### src/rtl/div_unit_pkg.sv
// Shared divider definitions: FSM state encodings, iteration count and
// the {HI, LO} result ordering used by the EX stage.
package div_unit_pkg;

   typedef enum logic [1:0] {
      DIV_IDLE = 2'b00,
      DIV_ZERO = 2'b01,
      DIV_BUSY = 2'b10,
      DIV_DONE = 2'b11
   } div_state_e;

   localparam int DIV_ITERS = 32;

   // 1: result is {HI, LO} = {remainder, quotient}
   localparam bit DIV_HI_IS_REM = 1'b1;

endpackage

### src/rtl/div_step.sv
// One combinational restoring iteration: shift {rem, quo} left, trial
// subtract the divisor, keep the difference and set quo[0] when it fits.
// Ports: rem_i/quo_i/divisor_i in, rem_o/quo_o out (all DATA_W bits).
module div_step #(
   parameter int DATA_W = 32
) (
   input  logic [DATA_W-1:0] rem_i,
   input  logic [DATA_W-1:0] quo_i,
   input  logic [DATA_W-1:0] divisor_i,
   output logic [DATA_W-1:0] rem_o,
   output logic [DATA_W-1:0] quo_o
);

   logic [DATA_W:0] shifted;
   logic [DATA_W:0] trial;
   logic            fits;

   assign shifted = {rem_i, quo_i[DATA_W-1]};
   assign trial   = shifted - {1'b0, divisor_i};
   // compare on the unsigned shifted value so a zero divisor always fits
   assign fits    = shifted >= {1'b0, divisor_i};

   assign rem_o = fits ? DATA_W'(trial) : DATA_W'(shifted);
   assign quo_o = {quo_i[DATA_W-2:0], fits};

endmodule

### src/rtl/div_unit.sv
// Multi-cycle restoring divider for DIV/DIVU; result_o = {rem, quo}.
// Ports: clk, rst (sync high), start_i, annul_i, signed_i, dividend_i,
// divider_i -> result_o, success_o (registered), busy_o.
// Optional macro DIV_ZERO_FAST_EN: zero divisor returns 0 after 2 cycles.
module div_unit
   import div_unit_pkg::*;
#(
   parameter int DATA_W = DIV_ITERS,
   parameter int ITERS  = DATA_W
) (
   input  logic              clk,
   input  logic              rst,
   input  logic              start_i,
   input  logic              annul_i,
   input  logic              signed_i,
   input  logic [DATA_W-1:0] dividend_i,
   input  logic [DATA_W-1:0] divider_i,
   output logic [2*DATA_W-1:0] result_o,
   output logic              success_o,
   output logic              busy_o
);

   localparam int CW = $clog2(ITERS);

   div_state_e        state;
   logic [CW-1:0]     cnt;
   logic [DATA_W-1:0] rem;
   logic [DATA_W-1:0] quo;
   logic [DATA_W-1:0] dvs;
   logic              neg_q;
   logic              neg_r;

   logic [DATA_W-1:0] step_rem;
   logic [DATA_W-1:0] step_quo;
   logic [DATA_W-1:0] fix_rem;
   logic [DATA_W-1:0] fix_quo;

   function automatic logic [DATA_W-1:0] mag(
      input logic [DATA_W-1:0] v,
      input logic              s
   );
      return (s && v[DATA_W-1]) ? -v : v;
   endfunction

   div_step #(.DATA_W(DATA_W)) u_step (
      .rem_i     (rem),
      .quo_i     (quo),
      .divisor_i (dvs),
      .rem_o     (step_rem),
      .quo_o     (step_quo)
   );

   assign fix_rem = neg_r ? -step_rem : step_rem;
   assign fix_quo = neg_q ? -step_quo : step_quo;

   assign busy_o = (state == DIV_BUSY) || (state == DIV_ZERO);

   always_ff @(posedge clk) begin
      if (rst) begin
         state     <= DIV_IDLE;
         success_o <= 1'b0;
         result_o  <= '0;
         cnt       <= '0;
         rem       <= '0;
         quo       <= '0;
         dvs       <= '0;
         neg_q     <= 1'b0;
         neg_r     <= 1'b0;
      end else if (annul_i) begin
         state     <= DIV_IDLE;
         success_o <= 1'b0;
      end else begin
         case (state)
            DIV_IDLE: begin
               if (start_i) begin
                  neg_q <= signed_i &
                           (dividend_i[DATA_W-1] ^ divider_i[DATA_W-1]);
                  neg_r <= signed_i & dividend_i[DATA_W-1];
                  rem   <= '0;
                  quo   <= mag(dividend_i, signed_i);
                  dvs   <= mag(divider_i, signed_i);
                  cnt   <= '0;
`ifdef DIV_ZERO_FAST_EN
                  state <= (divider_i == '0) ? DIV_ZERO : DIV_BUSY;
`else
                  state <= DIV_BUSY;
`endif
               end
            end
            DIV_BUSY: begin
               rem <= step_rem;
               quo <= step_quo;
               cnt <= cnt + 1'b1;
               if (cnt == CW'(ITERS - 1)) begin
                  state     <= DIV_DONE;
                  success_o <= 1'b1;
                  result_o  <= DIV_HI_IS_REM ? {fix_rem, fix_quo}
                                             : {fix_quo, fix_rem};
               end
            end
`ifdef DIV_ZERO_FAST_EN
            DIV_ZERO: begin
               state     <= DIV_DONE;
               success_o <= 1'b1;
               result_o  <= '0;
            end
`endif
            DIV_DONE: begin
               if (!start_i) begin
                  state     <= DIV_IDLE;
                  success_o <= 1'b0;
               end
            end
            default: state <= DIV_IDLE;
         endcase
      end
   end

endmodule

### config.mk
export PLATFORM = sky130hd
export DESIGN_NAME = div_unit
export DESIGN_NICKNAME = d
export VERILOG_FILES = /design/src/rtl/div_unit_pkg.sv /design/src/rtl/div_step.sv /design/src/rtl/div_unit.sv
export SDC_FILE = /design/constraint.sdc
export NUM_CORES = 1
export LEC_CHECK = 0
export CAP_MARGIN = 30
export CORE_UTILIZATION = 55
export CTS_CLUSTER_SIZE = 14
export DETAILED_ROUTE_END_ITERATION = 10
export HOLD_SLACK_MARGIN = 0.12
export PLACE_DENSITY_LB_ADDON = 0.15
export SLEW_MARGIN = 20
export SYNTH_ARGS = -nofsm -noshare
export SYNTH_HDL_FRONTEND = slang
export SYNTH_SLANG_ARGS = --single-unit
### constraint.sdc
create_clock -name clk -period 5.09 [get_ports clk]
set_clock_uncertainty 0.05 [all_clocks]
set_input_delay 0.509 -clock clk [delete_from_list [all_inputs] [get_ports clk]]
set_output_delay 0.509 -clock clk [all_outputs]
set_load 0.01 [all_outputs]
# After elaboration in Yosys (flattened, before gate mapping)
# Cells that the tools add are included.
# Widths: inputs -> output; s select.
[word_totals] reg_bits=170 in_bits=69 out_inout_bits=66 word_cells=57
[classes] addsub=6 order_cmp=1 n_eq_ne=7 n_mux=18 n_bitwise=4 n_reduce_logical=12
[op_table] op="$mux 32" n=7
[op_table] op="$neg 32->32" n=4
[op_table] op="$pmux 32 s2" n=2
[op_table] op="$ge 33x32->1" n=1
[op_table] op="$sub 32x32->32" n=1
[op_table] op="$reduce_and 3->1" n=5
[op_table] op="$pmux 5 s2" n=1
[op_table] op="$mux 2" n=3
[op_table] op="$pmux 2 s3" n=1
[op_table] op="$add 5x1->5 const B" n=1
[op_table] op="$eq 5x5->1 const B" n=1
[op_table] op="$mux 5" n=1
[op_table] op="$eq 2x2->1 const B" n=2
[op_table] op="$ne 2x2->1 const B" n=2
[op_table] op="$reduce_bool 2->1" n=2
[op_table] op="$and 1x1->1" n=2
[op_table] op="$eq 2x1->1 const B" n=1
[op_table] op="$logic_and 1x1->1" n=2
[op_table] op="$logic_not 2->1" n=1
[op_table] op="$mux 1" n=2
[op_table] op="$ne 2x1->1 const B" n=1
[op_table] op="$pmux 1 s2" n=1
[op_table] op="$reduce_or 2->1" n=1
[op_table] op="$logic_or 1x1->1" n=1
[op_table] op="2 further kinds" n=2

# Depth between registers and ports, before layout
# Gate-level depths: netlist of the first run.
[logic_depth] depth_word=4 ltp_mapped=24 depth_no_buf=19

# Cells and area by module
# A second synthesis of the first run with hierarchy kept.
[unflattened] hier_cells=1512 area_unflattened_um2=11745.0
[by_module_without_submodules] module="div_unit" instances=1 cells_each=1118 area_each_um2=9143.8 seq_area_each_um2=3403.3
[by_module_without_submodules] module="div_step" instances=1 cells_each=394 area_each_um2=2601.2 seq_area_each_um2=0.0

# Worst setup path before layout of the first run
# No wires, ideal clock.
[synth_path] path_kind="register to register" from="register rem[8]" to="register result_o[62]" setup_ps=132 arrival_ps=4215 t_required_ps=4908 path_slack_ps=693 path_stages_with_launch=21 n_path_buf=4 synth_period_minus_slack_ps=4397 cell_sequence="dfxtp_1 -> ha_1 -> buf_2 -> and4_4 -> and2b_1 -> nand2_1 -> o211ai_4 -> a211o_1 -> buf_6 -> buf_2 -> buf_1 -> mux2i_1 -> ha_1 -> nand2_1 -> nor4_1 -> and3_1 -> a21oi_2 -> or4_4 -> nor3b_2 -> mux2i_1 -> a21oi_1"
[synth_via] elab_chain_len=4 word_cells_on_any_way=5 cone_classes="2 x add/sub; 1 x order compare; 2 x mux"
[synth_lines] element="start: declaration" line="div_unit.sv:27" text="logic [DATA_W-1:0] rem;"
[synth_lines] element="start signal: assignment" line="div_unit.sv:91" text="rem <= step_rem;"
[synth_lines] element="$sub 32x32->32 / $ge 33x32->1 (equally long branches)" line="div_step.sv:19, div_step.sv:21"
[synth_lines] element="$mux 32 (*)" line="div_step.sv:23" text="assign rem_o = fits ? DATA_W'(trial) : DATA_W'(shifted);"
[synth_lines] element="$neg 32->32" line="div_unit.sv:53" text="assign fix_rem = neg_r ? -step_rem : step_rem;"
[synth_lines] element="$mux 32 (*)" line="div_unit.sv:53"
[synth_lines] element="end signal: assignment" line="div_unit.sv:97" text="result_o <= DIV_HI_IS_REM ? {fix_rem, fix_quo}"
[synth_lines] element="end: declaration" line="div_unit.sv:18" text="output logic [2*DATA_W-1:0] result_o,"
# Mark *: on every way between the ends. The rest lies on a longest branch, timed or not.
# A chain may end at the register's enable or synchronous reset.

# Final worst setup path of the first run
[layout_path] from="register dvs[2]" to="register result_o[62]"
[layout_via] elab_chain_len=4 word_cells_on_any_way=5 cone_classes="2 x add/sub; 1 x order compare; 2 x mux"
[layout_lines] element="start: declaration" line="div_unit.sv:29" text="logic [DATA_W-1:0] dvs;"
[layout_lines] element="start signal: assignment" line="div_unit.sv:81" text="dvs <= mag(divider_i, signed_i);"
[layout_lines] element="$sub 32x32->32 / $ge 33x32->1 (equally long branches)" line="div_step.sv:19, div_step.sv:21"
[layout_lines] element="$mux 32 (*)" line="div_step.sv:23"
[layout_lines] element="$neg 32->32" line="div_unit.sv:53"
[layout_lines] element="$mux 32 (*)" line="div_unit.sv:53"
# Marked as above.

==> results of run 1 <==
worst max-delay path, stage by stage (launching register included):
cell and delay (ps):
dfxtp_1 470, inv_1 80, ha_1 430, nand3_2 160, nor4_1 460, buf_4 200, a41o_1 150, a211o_1 300
mux2i_1 360, ha_1 280, nand3_1 180, nor4_4 220, a21oi_2 130, or4_4 590, nor3b_2 210, mux2i_1 200
a21oi_1 80
where the power goes:
group	switching, mW	leakage, nW	internal [mW]
clock	0.606	0.293	0.750
combinational	0.485	3.27	0.297
sequential	0.0419	1.38	1.36
sequential cells by signal (all words and copies together) (netlist names):
register / count
result_o: 64
dvs: 32
quo: 32
rem: 32
cnt: 5
state: 2
neg_q: 1
neg_r: 1
success_o: 1
kinds of logic after synthesis:
| family | count (synthesis) | share of synthesized area (%) |
|---|---|---|
| muxes | 16 | 1.38 |
| and+or+nand+nor | 599 | 23.8 |
| DFF | 170 | 29.4 |
| adders and majority gates | 42 | 4.60 |
| AOI/OAI and AO/OA | 450 | 25.4 |
| buffers and inverters | 159 | 5.53 |
| xor gates and xnor gates | 131 | 9.90 |
metrics by stage:
stage	cell area [um2]	std cells	setup slack, ps	utilization, %
after CTS	13700	1923	521	66.8
final	13700	1923	413	66.8
after global routing	13700	1923	186	66.8
after floorplan	11600	1567	693	-
after detailed placement	13100	1892	559	63.9
after global placement	13000	1889	701	63.6
layer usage:
layer / vias up / GRT usage [%] / share of wire [%]
met5: - / 0 / 0
met4: 0 / 9.54 / 2.1
met3: 52 / 4.01 / 7.9
met2: 525 / 47.0 / 42
met1: 5467 / 47.8 / 48
li1: 5747 / - / -
worst paths after layout:
path,slack (ps),to,startpoint,cells past startpoint
max,410,result_o[62],dvs[2],16
min reg2reg,400,dvs[29],dvs[29],2
min,400,dvs[29],dvs[29],2
max reg2reg,410,result_o[62],dvs[2],16
layout by cell type (no fill, tap or decap), types with 7 or more instances in the layout:
cell type / netlist / final
o211ai_1: 12 / 12
a21oi_1: 129 / 129
xnor2_1: 59 / 59
o21ai_1: 7 / 7
mux2i_1: 16 / 16
inv_1: 58 / 58
nor2b_1: 12 / 12
a311oi_1: 7 / 7
nand4_1: 10 / 10
a31oi_1: 15 / 15
o41ai_1: 14 / 14
a211oi_1: 54 / 54
nand2b_1: 11 / 11
o21a_1: 10 / 10
o31ai_1: 22 / 22
xor2_1: 72 / 72
nand3_1: 26 / 26
or4_1: 11 / 11
ha_1: 41 / 41
dfxtp_1: 170 / 170
nor2_1: 187 / 187
a222oi_1: 8 / 8
o21ai_0: 99 / 99
a22oi_1: 26 / 26
clkbuf_16: 0 / 17
clkdlybuf4s50_1: 0 / 133
and3_1: 8 / 8
nand2_1: 223 / 223
nor3_1: 38 / 37
or3_1: 17 / 17
buf_4: 4 / 19
nor4_1: 18 / 18
layout make-up:
class	count	share of cell area [%]
clock buffers	18	3.22
multi-input cells	1238	55.3
well taps	270	2.47
inverters	59	1.64
repair buffers	155	11.3
flip-flops and latches	170	24.9
clock inverters	13	1.16
==> implementation parameters, run 1 <==
Parameter                              Value

GRT
  Overflow after GRT ... 0
  Pin count of the biggest net entering global routing ... 125
  Global-route wire length before repair ... 54800 um
  Via count of the first global-routing pass ... 10244
  Antenna violations before repair ... 0
  Total routing resource utilization after global routing ... 31.8%

Worst setup path
  Critical Path End Type ... flip-flop
  Crit path arrival time ... 4920 ps
  Startpoint kind of the worst setup timing path ... flip-flop
  Critical-path maximum fanout ... 6
  Req. time, crit path ... 5330 ps
  Worst setup path class ... flip-flop to flip-flop

Synthesis
  Synthesized netlist cell count ... 1567
  Yosys warning count ... 0
  Mapped Nets ... 1678
  Post-synthesis instance area ... 0.0116 mm2
  Sequential-to-total area share from yosys stat ... 29.4%
  Most frequent cells after synthesis ... nand2_1, nor2_1, dfxtp_1
  Number of synthesized flops with an enable pin ... 0
  Most common flop cell mapped by yosys ... dfxtp_1
  Flip-flop and latch count after synthesis ... 170
  Unique masters post-synth ... 88
  Top cells by area, synth ... dfxtp_1, nand2_1, nor2_1
  Share of synthesized registers carrying an async set or reset ... 0%
  Library cell with the largest summed area after synthesis ... dfxtp_1
  Area share of the largest cell type after synthesis ... 29.4%
  Most frequent cell after synthesis ... nand2_1
  Average size of a mapped cell ... 7.39 um2

Die
  Die width ... 147 um
  Floorplan core area ... 0.0204 mm2
  Total die area ... 0.0217 mm2
  Initial core utilization ... 56.7%
  Standard-cell rows ... 52
  Total I/O pin count ... 135
  Die height ... 147 um

Drt
  DRC violation count after routing ... 0
  Post-detailed-route count of antenna-violating nets ... 0
  Detail-routed net length per standard cell ... 18.0 um
  Total number of vias ... 11791
  Detail-routed via count per cell ... 6.13
  Router iterations before antenna repair ... 6
  Initial DRC count ... 1105
  Drt total wl ... 34600 um

Clock tree
  Cts bufs inserted ... 17
  Buffers from clock root to sink, at most ... 2
  CTS clock-pin slew for the worst setup and hold paths ... 70 ps
  TritonCTS clock tree ... done
  Resize count post-CTS ... 0
  Post-CTS setup-driven buffer insertion count ... 0
  Clk Latency, worst-skew pair ... 440 ps
  H-tree level count ... 4
  Root Buffer ... clkbuf_16
  Clock sinks ... 170
  Count of hold buffers inserted by post-cts repair ... 0

Timing
  Maximum clock frequency ... 214 MHz
  Count of endpoints failing hold in the final timing report ... 0
  Unrepaired setup endpoints after global routing ... no
  Worst hold slack across all endpoints ... 401 ps
  Final period utilization ... 91.9%
  Number of failing setup endpoints in the final timing report ... 0
  Summed negative setup slack over all endpoints ... 0 ps
  Tightest Pin Transition ... 673 ps
  Final worst path period need ... 4680 ps
  Normalized max-slew margin ... 54.8%
  Final Max Slew Viols ... 0

Layout
  Antenna diode instance count ... 0
  Area added between synthesis and finish ... 17.8%
  Share of final-layout standard cells stronger than drive strength 1 ... 4.96%
  Combined flip-flop and latch cell area ... 0.00340 mm2
  Net total in the final layout ... 1752
  Multi-input logic area ... 0.00755 mm2
  Fill cell instance count of the final layout ... 1853

Power
  Leakage power of the design ... 4.94 nW
  Max VDD drop ... 0.189 mV
  Power Density ... 259 mW/mm2
  Post-route total power ... 3.54 mW

Place
  Quantity of I/O buffers inserted on ports ... 134
  Post-detail-place hpwl ... 26300 um
  Placer's final routability congestion estimate ... 0.938

Job
  Number of maximum-capacitance violations ... 0

Outcome
  Result of the run ... complete, no violations

Min path
  Classification of the worst-slack hold path ... flip-flop to flip-flop
Power figures use the tool's default switching activity.
==> run 2, diff against run 1 <==
CORE_UTILIZATION = 52   (was 55)
clock period = 4 ns   (was 5.09 ns; I/O delays follow)
==> implementation parameters, run 2 (synthesis gave the netlist of run 1 again) <==
Parameter                              Value

Timing
  Final Max Slew Viols ... 0 (unchanged)
  Tightest Pin Transition ... 767 ps (+93.7 ps)
  Unrepaired setup endpoints after global routing ... yes
  Normalized max-slew margin ... 48.9% (-5.9 points)
  Number of failing setup endpoints in the final timing report ... 1 (+1)
  Final worst path period need ... 4010 ps (-670 ps)
  Final period utilization ... 100% (+8.3 points)
  Maximum clock frequency ... 250 MHz (+17%)
  Summed negative setup slack over all endpoints ... -7.13 ps (-7.13 ps)
  Final setup margin ... -7.13 ps (-420 ps)
  Count of endpoints failing hold in the final timing report ... 0 (unchanged)

Die
  Total die area ... 0.0229 mm2 (+5.7%)
  Standard-cell rows ... 54 (+3.8%)
  Floorplan core area ... 0.0218 mm2 (+6.8%)
  Initial core utilization ... 53.1% (-3.6 points)
  Total I/O pin count ... 135 (unchanged)
  Die height ... 151 um (+2.8%)
  Die width ... 151 um (+2.8%)

Layout
  Final core area utilization ... 70.0% (+3.2 points)
  Most frequent cells in the layout ... nand2_1, nor2_1, buf_4
  Antenna diode instance count ... 0 (unchanged)
  Max reg flops ... 64 (unchanged)
  Net total in the final layout ... 1920 (+9.6%)
  Most common cell after layout, fill and taps aside ... nand2_1
  Area added between synthesis and finish ... 31.9%
  Largest register by flop count ... result_o
  Share of final-layout standard cells stronger than drive strength 1 ... 17.1% (+12 points)

GRT
  Global-route wire length before repair ... 58200 um (+6.2%)
  Overflow after GRT ... 0 (unchanged)
  Antenna violations before repair ... 0 (unchanged)
  Via count of the first global-routing pass ... 11173 (+9.1%)
  Total routing resource utilization after global routing ... 32.4% (+0.52 points)
  Pin count of the biggest net entering global routing ... 78 (-38%)

Power
  Post-route total power ... 4.69 mW (+32%)
  Max VDD drop ... 0.279 mV (+48%)
  Relative contribution of the clock network to total power ... 35.6% (-2.7 points)
  Internal power component ... 3.12 mW (+29%)
  Power Density ... 307 mW/mm2 (+18%)
  Portion of total power attributed to combinational logic ... 26.3% (+4.2 points)
  Leakage power of the design ... 5.85 nW (+18%)
  Switching Fraction ... 33.5% (+1.5 points)
  Seq pwr share ... 38.0% (-1.7 points)
  Sw power ... 1.57 mW (+39%)

Place
  Post-detail-place hpwl ... 27800 um (+5.8%)
  Minimum setup slack after placement ... -180 ps (-739 ps)
  Quantity of I/O buffers inserted on ports ... 134 (unchanged)
  Placer's final routability congestion estimate ... 0.955 (+1.9%)

Min path
  Startpoint of the most critical hold path ... result_o[39]
  Classification of the worst-slack hold path ... flip-flop to flip-flop
  Worst hold path endpoint ... result_o[39]
  Worst hold stages ... 2 (unchanged)

Worst setup path
  Standard cell with the maximum stage delay on the critical path ... or4_4
  Startpoint kind of the worst setup timing path ... flip-flop
  Crit path arrival time ... 4240 ps (-680 ps)
  Worst setup path class ... flip-flop to flip-flop
  Cells along the critical path ... ha_4 -> a21o_1 -> a211oi_2 -> o21ai_1 -> a41o_1 -> a211o_4 -> mux2i_2 -> ha_2 -> nand2_2 -> nor4_1 -> and3_1 -> a21oi_2 -> or4_4 -> nor3b_2 -> mux2i_1 -> a21oi_1
  Worst Reg-to-Reg Cells ... 16 (unchanged)
  Reg2reg end ... result_o[62]
  Critical-path maximum fanout ... 5 (-1)
  Biggest cell delay along the critical path ... 600 ps (about the same)
  Worst setup slack for register-to-register paths ... -7 ps (-420 ps)
  Req. time, crit path ... 4230 ps (-1100 ps)
  Critical Path End Type ... flip-flop
  Launch point of the worst reg-to-reg path ... rem[29]

Drt
  Router iterations before antenna repair ... 8 (+2)
  Initial DRC count ... 1023 (-7.4%)
  Detail-routed via count per cell ... 5.89 (-3.9%)
  Detail-routed net length per standard cell ... 17.5 um (-2.6%)
  Total number of vias ... 12391 (+5.1%)
  DRC violation count after routing ... 0 (unchanged)
  Drt total wl ... 36800 um (+6.5%)
  Post-detailed-route count of antenna-violating nets ... 0 (unchanged)

Clock tree
  Clk Latency, worst-skew pair ... 440 ps (about the same)
  TritonCTS clock tree ... done
  CTS clock-pin slew for the worst setup and hold paths ... 80 ps (about the same)
  H-tree level count ... 4 (unchanged)
  Cts bufs inserted ... 17 (unchanged)
  Root Buffer ... clkbuf_16
  Count of hold buffers inserted by post-cts repair ... 0 (unchanged)
  Clock sinks ... 170 (unchanged)
  Buffers from clock root to sink, at most ... 2 (unchanged)

Outcome
  Result of the run ... complete, but fails checks
  Violations in the final reports ... setup timing

Job
  Number of maximum-capacitance violations ... 0 (unchanged)
[run 2: how the worst max path moves through the flow]
stage                     cells past startpoint  slack, ps     from           end
final                                        16         -7  rem[29]  result_o[62]
after global routing                         17       -160  dvs[12]  result_o[62]
after CTS                                    17         10  dvs[30]  result_o[62]
after detailed placement                     16       -180  dvs[30]  result_o[62]
after global placement                       16       -110  dvs[30]  result_o[62]
after floorplan                              20       -180   dvs[9]  result_o[62]
[run 2: cell type report]
cell class	instances	area [um2]
flip-flops and latches	170	3420
fillers	1868	6540
inverters	59	224
clock inverters	15	171
well taps	280	350
repair buffers	323	2810
clock buffers	17	425
multi-input cells	1238	7880
[run 2: power groups by stage]
stage,logic [mW],registers [mW],clock network [mW]
4_1_cts,1.17,1.78,1.69
5_1_grt,1.34,1.79,1.76
3_3_place_gp,1.14,1.82,0
3_5_place_dp,1.15,1.82,0
2_1_floorplan,0.701,1.80,0
6_report,1.23,1.78,1.67
[run 2: worst max-delay path, delay by kind of cell, from the launching register on]
kind	cells	cell delay, ps
compound gates	7	1270
simple gates	5	1220
fa+ha+maj	2	480
mux	2	420
flops	1	400
[run 2: per-stage QoR]
step                      cells  instance area (um2)  hold WS (ps)
final                      2102                15300           399
after global routing       2102                15300           422
after CTS                  2095                14900           401
after detailed placement   2063                14300           393
after global placement     2063                14300           390
after floorplan            1567                11700           382
[run 2: metal layers]
layer,part of all wire (%),GRT usage (%)
met1,46,46.3
met2,45,50.4
met3,6.5,3.70
met4,2.3,9.95
met5,0,0
[run 2: what timing repair did]
| action | CTS | global route |
|---|---|---|
| gates resized for setup | 6 | 55 |
| setup endpoints to repair | 10 | 23 |
| pin swaps | 5 | 20 |
| buffers inserted | 0 | 6 |
==> run 3, diff against run 2 <==
--- a/constraint.sdc
+++ b/constraint.sdc
@@ -4,2 +4,2 @@
 set_output_delay 0.4 -clock clk [all_outputs]
-set_load 0.01 [all_outputs]
+set_load 0.1 [all_outputs]
==> results of run 3 <==
The final DEF is identical to that of run 2. Status: complete, but fails checks: setup timing.
